===== src/rtl/eth_tx_frame_arbiter_pkg.sv =====
// ============================================================================
// Module      : eth_tx_frame_arbiter_pkg
// Description : Shared Ethernet TX bus type and arbiter state encoding.
// Revision    : 1.0 - initial release
// ============================================================================
`default_nettype none

package eth_tx_frame_arbiter_pkg;

    typedef struct packed {
        logic        start;
        logic        data_valid;
        logic [2:0]  bytes_valid;
        logic [31:0] data;
        logic        commit;
        logic        drop;
    } EthernetTxBus;

    typedef enum logic [1:0] {
        ARB_IDLE       = 2'd0,
        ARB_WAIT_START = 2'd1,
        ARB_STREAM     = 2'd2
    } arb_state_t;

    localparam int c_word_cnt_w = 10;

endpackage

`default_nettype wire


===== src/rtl/eth_tx_frame_arbiter_rr_priority_encoder.sv =====
// ============================================================================
// Module      : rr_priority_encoder
// Description : Picks the first active request at or after a rotating pointer.
// Revision    : 1.0 - initial release
// ============================================================================
`default_nettype none

module rr_priority_encoder #(
    parameter int WIDTH = 4
) (
    input  logic [WIDTH-1:0]         req,
    input  logic [$clog2(WIDTH)-1:0] ptr,
    output logic [WIDTH-1:0]         sel_onehot,
    output logic [$clog2(WIDTH)-1:0] sel_idx,
    output logic                     sel_valid
);

    localparam int c_idx_w = $clog2(WIDTH);

    int w_pos;

    always_comb begin
        sel_onehot = '0;
        sel_idx    = '0;
        sel_valid  = 1'b0;
        w_pos      = 0;
        for (int i = 0; i < WIDTH; i++) begin
            w_pos = int'(ptr) + i;
            if (w_pos >= WIDTH) begin
                w_pos = w_pos - WIDTH;
            end
            if (!sel_valid && req[c_idx_w'(w_pos)]) begin
                sel_valid                     = 1'b1;
                sel_onehot[c_idx_w'(w_pos)]   = 1'b1;
                sel_idx                       = c_idx_w'(w_pos);
            end
        end
    end

endmodule

`default_nettype wire


===== src/rtl/eth_tx_frame_arbiter.sv =====
// ============================================================================
// Module      : eth_tx_frame_arbiter
// Description : Frame-granular round-robin arbiter sharing one TX MAC port.
// Revision    : 1.0 - initial release
// ============================================================================
`default_nettype none

module eth_tx_frame_arbiter
    import eth_tx_frame_arbiter_pkg::*;
#(
    parameter int NUM_PORTS     = 4,
    parameter int START_TIMEOUT = 16,
    parameter int MAX_WORDS     = 383
) (
    input  logic                 clk,
    input  logic                 rst,
    input  logic [NUM_PORTS-1:0] req,
    output logic [NUM_PORTS-1:0] grant,
    input  EthernetTxBus         port_tx_bus [NUM_PORTS],
    output EthernetTxBus         mac_tx_bus,
    input  logic                 mac_tx_ready,
    output logic                 err_timeout,
    output logic                 err_oversize
);

    localparam int c_idx_w = $clog2(NUM_PORTS);
    localparam int c_wd_w  = $clog2(START_TIMEOUT + 1);

    arb_state_t                r_state,   w_state_nxt;
    logic [NUM_PORTS-1:0]      r_grant,   w_grant_nxt;
    logic [c_idx_w-1:0]        r_sel,     w_sel_nxt;
    logic [c_idx_w-1:0]        r_rr,      w_rr_nxt;
    logic [c_wd_w-1:0]         r_wdog,    w_wdog_nxt;
    logic [c_word_cnt_w-1:0]   r_cnt,     w_cnt_nxt;
    logic                      r_fdrop,   w_fdrop_nxt;
    EthernetTxBus              r_bus,     w_bus_nxt;
    logic                      r_err_to,  w_err_to_nxt;
    logic                      r_err_ov,  w_err_ov_nxt;
    logic                      w_end;

    logic [NUM_PORTS-1:0]      w_enc_onehot;
    logic [c_idx_w-1:0]        w_enc_idx;
    logic                      w_enc_valid;
    EthernetTxBus              w_gbus;

    rr_priority_encoder #(
        .WIDTH      (NUM_PORTS)
    ) u_rr_enc (
        .req        (req),
        .ptr        (r_rr),
        .sel_onehot (w_enc_onehot),
        .sel_idx    (w_enc_idx),
        .sel_valid  (w_enc_valid)
    );

    assign w_gbus = port_tx_bus[r_sel];

    function automatic logic [c_idx_w-1:0] f_next_ptr(input logic [c_idx_w-1:0] p);
        if (int'(p) == NUM_PORTS - 1) begin
            return '0;
        end
        return p + c_idx_w'(1);
    endfunction

    always_comb begin
        w_state_nxt  = r_state;
        w_grant_nxt  = r_grant;
        w_sel_nxt    = r_sel;
        w_rr_nxt     = r_rr;
        w_wdog_nxt   = r_wdog;
        w_cnt_nxt    = r_cnt;
        w_fdrop_nxt  = r_fdrop;
        w_bus_nxt    = '0;
        w_err_to_nxt = 1'b0;
        w_err_ov_nxt = 1'b0;
        w_end        = 1'b0;
        case (r_state)
            ARB_IDLE: begin
                if (mac_tx_ready && w_enc_valid) begin
                    w_grant_nxt = w_enc_onehot;
                    w_sel_nxt   = w_enc_idx;
                    w_wdog_nxt  = '0;
                    w_state_nxt = ARB_WAIT_START;
                end
            end
            ARB_WAIT_START: begin
                // Anything other than start from the granted port is discarded here.
                if (w_gbus.start) begin
                    w_bus_nxt.start = 1'b1;
                    w_cnt_nxt       = '0;
                    w_fdrop_nxt     = 1'b0;
                    w_state_nxt     = ARB_STREAM;
                end else if (r_wdog == c_wd_w'(START_TIMEOUT - 1)) begin
                    w_grant_nxt  = '0;
                    w_err_to_nxt = 1'b1;
                    w_rr_nxt     = f_next_ptr(r_sel);
                    w_state_nxt  = ARB_IDLE;
                end else begin
                    w_wdog_nxt = r_wdog + c_wd_w'(1);
                end
            end
            ARB_STREAM: begin
                if (r_fdrop) begin
                    // Already dropped on the MAC side; just wait for the port to finish.
                    w_end = w_gbus.start | w_gbus.commit | w_gbus.drop;
                end else if (w_gbus.start) begin
                    w_bus_nxt.drop = 1'b1;
                    w_end          = 1'b1;
                end else if (w_gbus.data_valid && (r_cnt == c_word_cnt_w'(MAX_WORDS))) begin
                    w_bus_nxt.drop = 1'b1;
                    w_err_ov_nxt   = 1'b1;
                    w_fdrop_nxt    = 1'b1;
                    w_end          = w_gbus.commit | w_gbus.drop;
                end else begin
                    w_bus_nxt = w_gbus;
                    if (w_gbus.data_valid) begin
                        w_cnt_nxt = r_cnt + c_word_cnt_w'(1);
                    end
                    w_end = w_gbus.commit | w_gbus.drop;
                end
                if (w_end) begin
                    w_grant_nxt = '0;
                    w_rr_nxt    = f_next_ptr(r_sel);
                    w_state_nxt = ARB_IDLE;
                end
            end
            default: begin
                w_grant_nxt = '0;
                w_state_nxt = ARB_IDLE;
            end
        endcase
    end

    always_ff @(posedge clk) begin
        if (rst) begin
            r_state  <= ARB_IDLE;
            r_grant  <= '0;
            r_sel    <= '0;
            r_rr     <= '0;
            r_wdog   <= '0;
            r_cnt    <= '0;
            r_fdrop  <= 1'b0;
            r_bus    <= '0;
            r_err_to <= 1'b0;
            r_err_ov <= 1'b0;
        end else begin
            r_state  <= w_state_nxt;
            r_grant  <= w_grant_nxt;
            r_sel    <= w_sel_nxt;
            r_rr     <= w_rr_nxt;
            r_wdog   <= w_wdog_nxt;
            r_cnt    <= w_cnt_nxt;
            r_fdrop  <= w_fdrop_nxt;
            r_bus    <= w_bus_nxt;
            r_err_to <= w_err_to_nxt;
            r_err_ov <= w_err_ov_nxt;
        end
    end

    assign grant        = r_grant;
    assign mac_tx_bus   = r_bus;
    assign err_timeout  = r_err_to;
    assign err_oversize = r_err_ov;

endmodule

`default_nettype wire

===== config.mk =====
export PLATFORM = sky130hd
export DESIGN_NAME = eth_tx_frame_arbiter
export DESIGN_NICKNAME = d
export VERILOG_FILES = /design/src/rtl/eth_tx_frame_arbiter_pkg.sv /design/src/rtl/eth_tx_frame_arbiter_rr_priority_encoder.sv /design/src/rtl/eth_tx_frame_arbiter.sv
export SDC_FILE = /design/constraint.sdc
export NUM_CORES = 1
export LEC_CHECK = 0
export CAP_MARGIN = 20
export CORE_ASPECT_RATIO = 1.5
export CORE_MARGIN = 3
export CORE_UTILIZATION = 40
export CTS_BUF_LIST = sky130_fd_sc_hd__clkbuf_4 sky130_fd_sc_hd__clkbuf_8
export CTS_CLUSTER_SIZE = 30
export DETAILED_ROUTE_END_ITERATION = 10
export PLACE_DENSITY_LB_ADDON = 0.08
export SETUP_SLACK_MARGIN = 0.5
export SYNTH_ARGS = -nofsm -noshare
export SYNTH_HDL_FRONTEND = slang
export SYNTH_SLANG_ARGS = --single-unit

===== constraint.sdc =====
create_clock -name clk -period 6.75 [get_ports clk]
set_input_delay 1.35 -clock clk [delete_from_list [all_inputs] [get_ports clk]]
set_output_delay 1.35 -clock clk [all_outputs]
set_load 0.05 [all_outputs]

==> summary.txt <==
Pwr
  • Flop pwr share: 0.408
  • Comb pwr share: 0.303
  • Pwr per Cell Area: roughly 170 nW/um^2
  • Max rail drop VDD: 0.000107 V
  • Switch Pwr: around 300 uW
  • Sw frac: 0.280
  • Clock power share: 0.289
  • P_leak: between 0.002 and 0.0025 uW
  • Pint: about 760 uW

Drt
  • WL/cell: 20.1 um
  • Via density: between 5 and 6
  • Drt drc: 0
  • Met3 WL: about 1300 um
  • Wirelength, routed: between 10000 and 15000 um
  • Initial DRC Count: about 130
  • First-pass DRT Iterations: 4
  • Vias: between 3k and 4k
  • WL met1: about 4600 um
  • Post-route ant nets: 0
  • Routed length on met2: just under 7000 um
  • Top Layer Used: met4

Critical path
  • Type of destination of the critical path: flop
  • Worst Path Max Fanout: 20
  • Reg2Reg Setup Slack: ~3600 ps
  • Critical path class: input pin to flop
  • Worst reg2reg path startpoint: r_rr[0]
  • FF-to-FF path depth: 7
  • Critical Path AT: between 3000 and 4000 ps
  • Worst reg2reg path endpoint: grant[0]
  • CP startpoint kind: input pin
  • Critical Path RT: 7030 ps

Synthesis
  • Seq cells post-synth: between 60 and 70
  • Most used flip-flop cell after synthesis: dfxtp_1
  • Syn avg cell area: ~11 sq um
  • Ranking of synthesized cells by area: dfxtp_1 (35%), mux4_2 (25%), and3_1 (6.4%)
  • Area fraction of the dominant cell type after synthesis: 0.352
  • Register area share after synthesis: 0.352
  • Synthesized area: 3810 sq um
  • Cell taking the most area after synthesis: dfxtp_1
  • Number of synthesized flops with an enable pin: 0
  • Distinct cells, synth: 48
  • Synth warn: 0
  • FFs w/ async S/R, synth: 0
  • Cells after synthesis: 353
  • Syn Nets: around 530

Global route
  • Largest net degree at the start of global routing: 42
  • Antenna violations before repair: 0
  • Number of global-route vias before repair: 3872
  • First-pass GRT wire length: 20100 um
  • Total track usage: 0.244
  • Final global-route overflow total: 0

Placement
  • Final HPWL DP: ~10000 um
  • IO buf count: just over 200
  • RePlAce Congestion: just under 0.9
  • Place WS: ~2700 ps

STA
  • Post-Route Setup TNS: 0 ps
  • Maximum clock frequency: between 300 and 400 MHz
  • Slew Limit Fails: 0
  • Final clock skew: between 7 and 8 ps
  • Final period util: 0.491
  • Final worst setup slack: roughly 3400 ps
  • RSZ-0062 raised after global routing: no
  • Slew @ Worst Pin: 1040 ps
  • Slew Limit Headroom: 0.305
  • Post-layout minimum cycle time: about 3300 ps
  • Final setup vio count: 0
  • Final hold viol count: 0

Layout
  • Storage cell area: 1340 sq um
  • Share of cells above drive strength 1: 0.133
  • Multi-input logic area: between 2000 and 2500 sq um
  • ANT cells: 0
  • Fill cells: between 700 and 800
  • Final net count: just over 700
  • Layout Area Growth over Synthesis: 60.2%

Flow run
  • Number of max-cap violations: 0

Die
  • Die X: 85.7 um
  • Core region area: between 9000 and 10000 sq um
  • Die H: approximately 130 um
  • Num rows: 43
  • Die footprint: roughly 11000 sq um
  • Effective utilization at floorplan: 0.412
  • I/O pins: around 210

CTS
  • Clk sinks: 67
  • Clock slew at reported path FFs: 70 ps
  • CTS H-Tree Depth: 3
  • Root buffer cell: clkbuf_8
  • CTS tree: done
  • Cts repair resizes: 0
  • Total CTS buffers: 9
  • CTS max path bufs: 2
  • Hold_buf cts: 0
  • Clk_lat worst skew: about 340 ps
  • Post-CTS setup buffer count: 0

Min path
  • Hold Path Class: flop to flop
  • Worst hold start: r_wdog[4]
  • Hold Path Sink: r_wdog[4]
  • Hold path depth: 2

Status
  • Status: complete, no violations
-- sequential cells by signal, summed over array words and instances, names as in the netlist --
register      flops
grant             4
err_oversize      1
r_state           2
r_fdrop           1
r_rr              2
r_sel             2
r_wdog            5
mac_tx_bus       39
r_cnt            10
err_timeout       1
-- synth_stat cells (all sizes together), types with 4 or more instances --
cell,n
nand2,18
nand3,5
o21ai,16
or3,9
nand4,5
ha,12
o211ai,4
nor2b,6
nor3,10
nor2,11
nand2b,6
inv,6
buf,10
clkbuf,22
mux4,43
a21oi,20
and3,39
a31oi,4
dfxtp,67
or4,4
mux2i,4
-- layer usage --
metal | global-route usage | up-vias
met5 | 0 | -
met4 | 0.0988 | 0
met3 | 0.0982 | 29
met2 | 0.427 | 179
met1 | 0.256 | 1789
li1 | - | 1746
-- power by group through the flow --
| stage | Combinational, uW | Clock, uW | Sequential [uW] |
|---|---|---|---|
| after floorplan | 180 | 0 | 443 |
| after global placement | 315 | 0 | 440 |
| after detailed placement | 321 | 0 | 441 |
| after CTS | 322 | 318 | 432 |
| after global routing | 345 | 333 | 435 |
| final | 322 | 306 | 432 |
-- cell families after synthesis --
logic type                 share of synthesized area
DFF                                            0.352
adders and majority gates                     0.0394
AOI/OAI and AO/OA                              0.105
buffers and inverters                         0.0430
muxes                                          0.265
and+or+nand+nor                                0.197
-- how the worst max path moves through the flow --
stage | startpoint | endpoint | slack (ps) | cells past startpoint
3_3_place_gp | rst | mac_tx_bus[32] | 2840 | 4
3_5_place_dp | port_tx_bus[77] | r_cnt[4] | 2750 | 6
2_1_floorplan | port_tx_bus[38] | r_rr[1] | 3880 | 5
5_1_grt | port_tx_bus[38] | r_cnt[6] | 3310 | 6
4_1_cts | rst | mac_tx_bus[24] | 3150 | 4
6_report | port_tx_bus[155] | r_cnt[9] | 3440 | 6
-- cell type report --
class,count,area share
clock buffer,14,0.0285
clock inverter,2,0.00164
multi-input combinational,248,0.379
timing repair buffer,210,0.344
inverter,6,0.00369
sequential,67,0.220
tap,112,0.0229
-- cells in the final DEF (no fill, tap or decap), types with 3 or more instances in the layout --
master,instances
dfxtp_1,65
nor3b_1,3
clkdlybuf4s50_1,207
a31oi_1,3
nand3_1,5
and3_1,39
mux4_2,43
mux2i_1,4
or4_1,3
ha_1,12
a21oi_1,19
nand4_1,5
a311oi_1,3
nor2_1,9
nand2_1,18
nor3_1,8
nor2b_1,6
a221o_1,3
or3_1,9
clkbuf_4,3
o21ai_0,16
clkbuf_8,11
o31ai_1,3
o211ai_1,3
inv_1,6
nand2b_1,6
-- stage by stage --
stage                     cell area [sq um]  hold WS [ps]  instances  power, uW   util
after global routing                   6110           494        659       1110  0.660
after CTS                              6090           459        658       1070  0.658
after detailed placement               5900           450        642        762  0.638
after global placement                 5900           437        642        756  0.638
final                                  6110           456        659       1060  0.660
after floorplan                        3810           432        353        623      -
-- worst max-delay path, cell delays in order --
cell and delay [ps]:
clkdlybuf4s50_1 410, mux4_2 620, nor3_2 170, a31oi_2 310, or4_1 580, a21oi_1 140
Power figures use the tool's default switching activity.
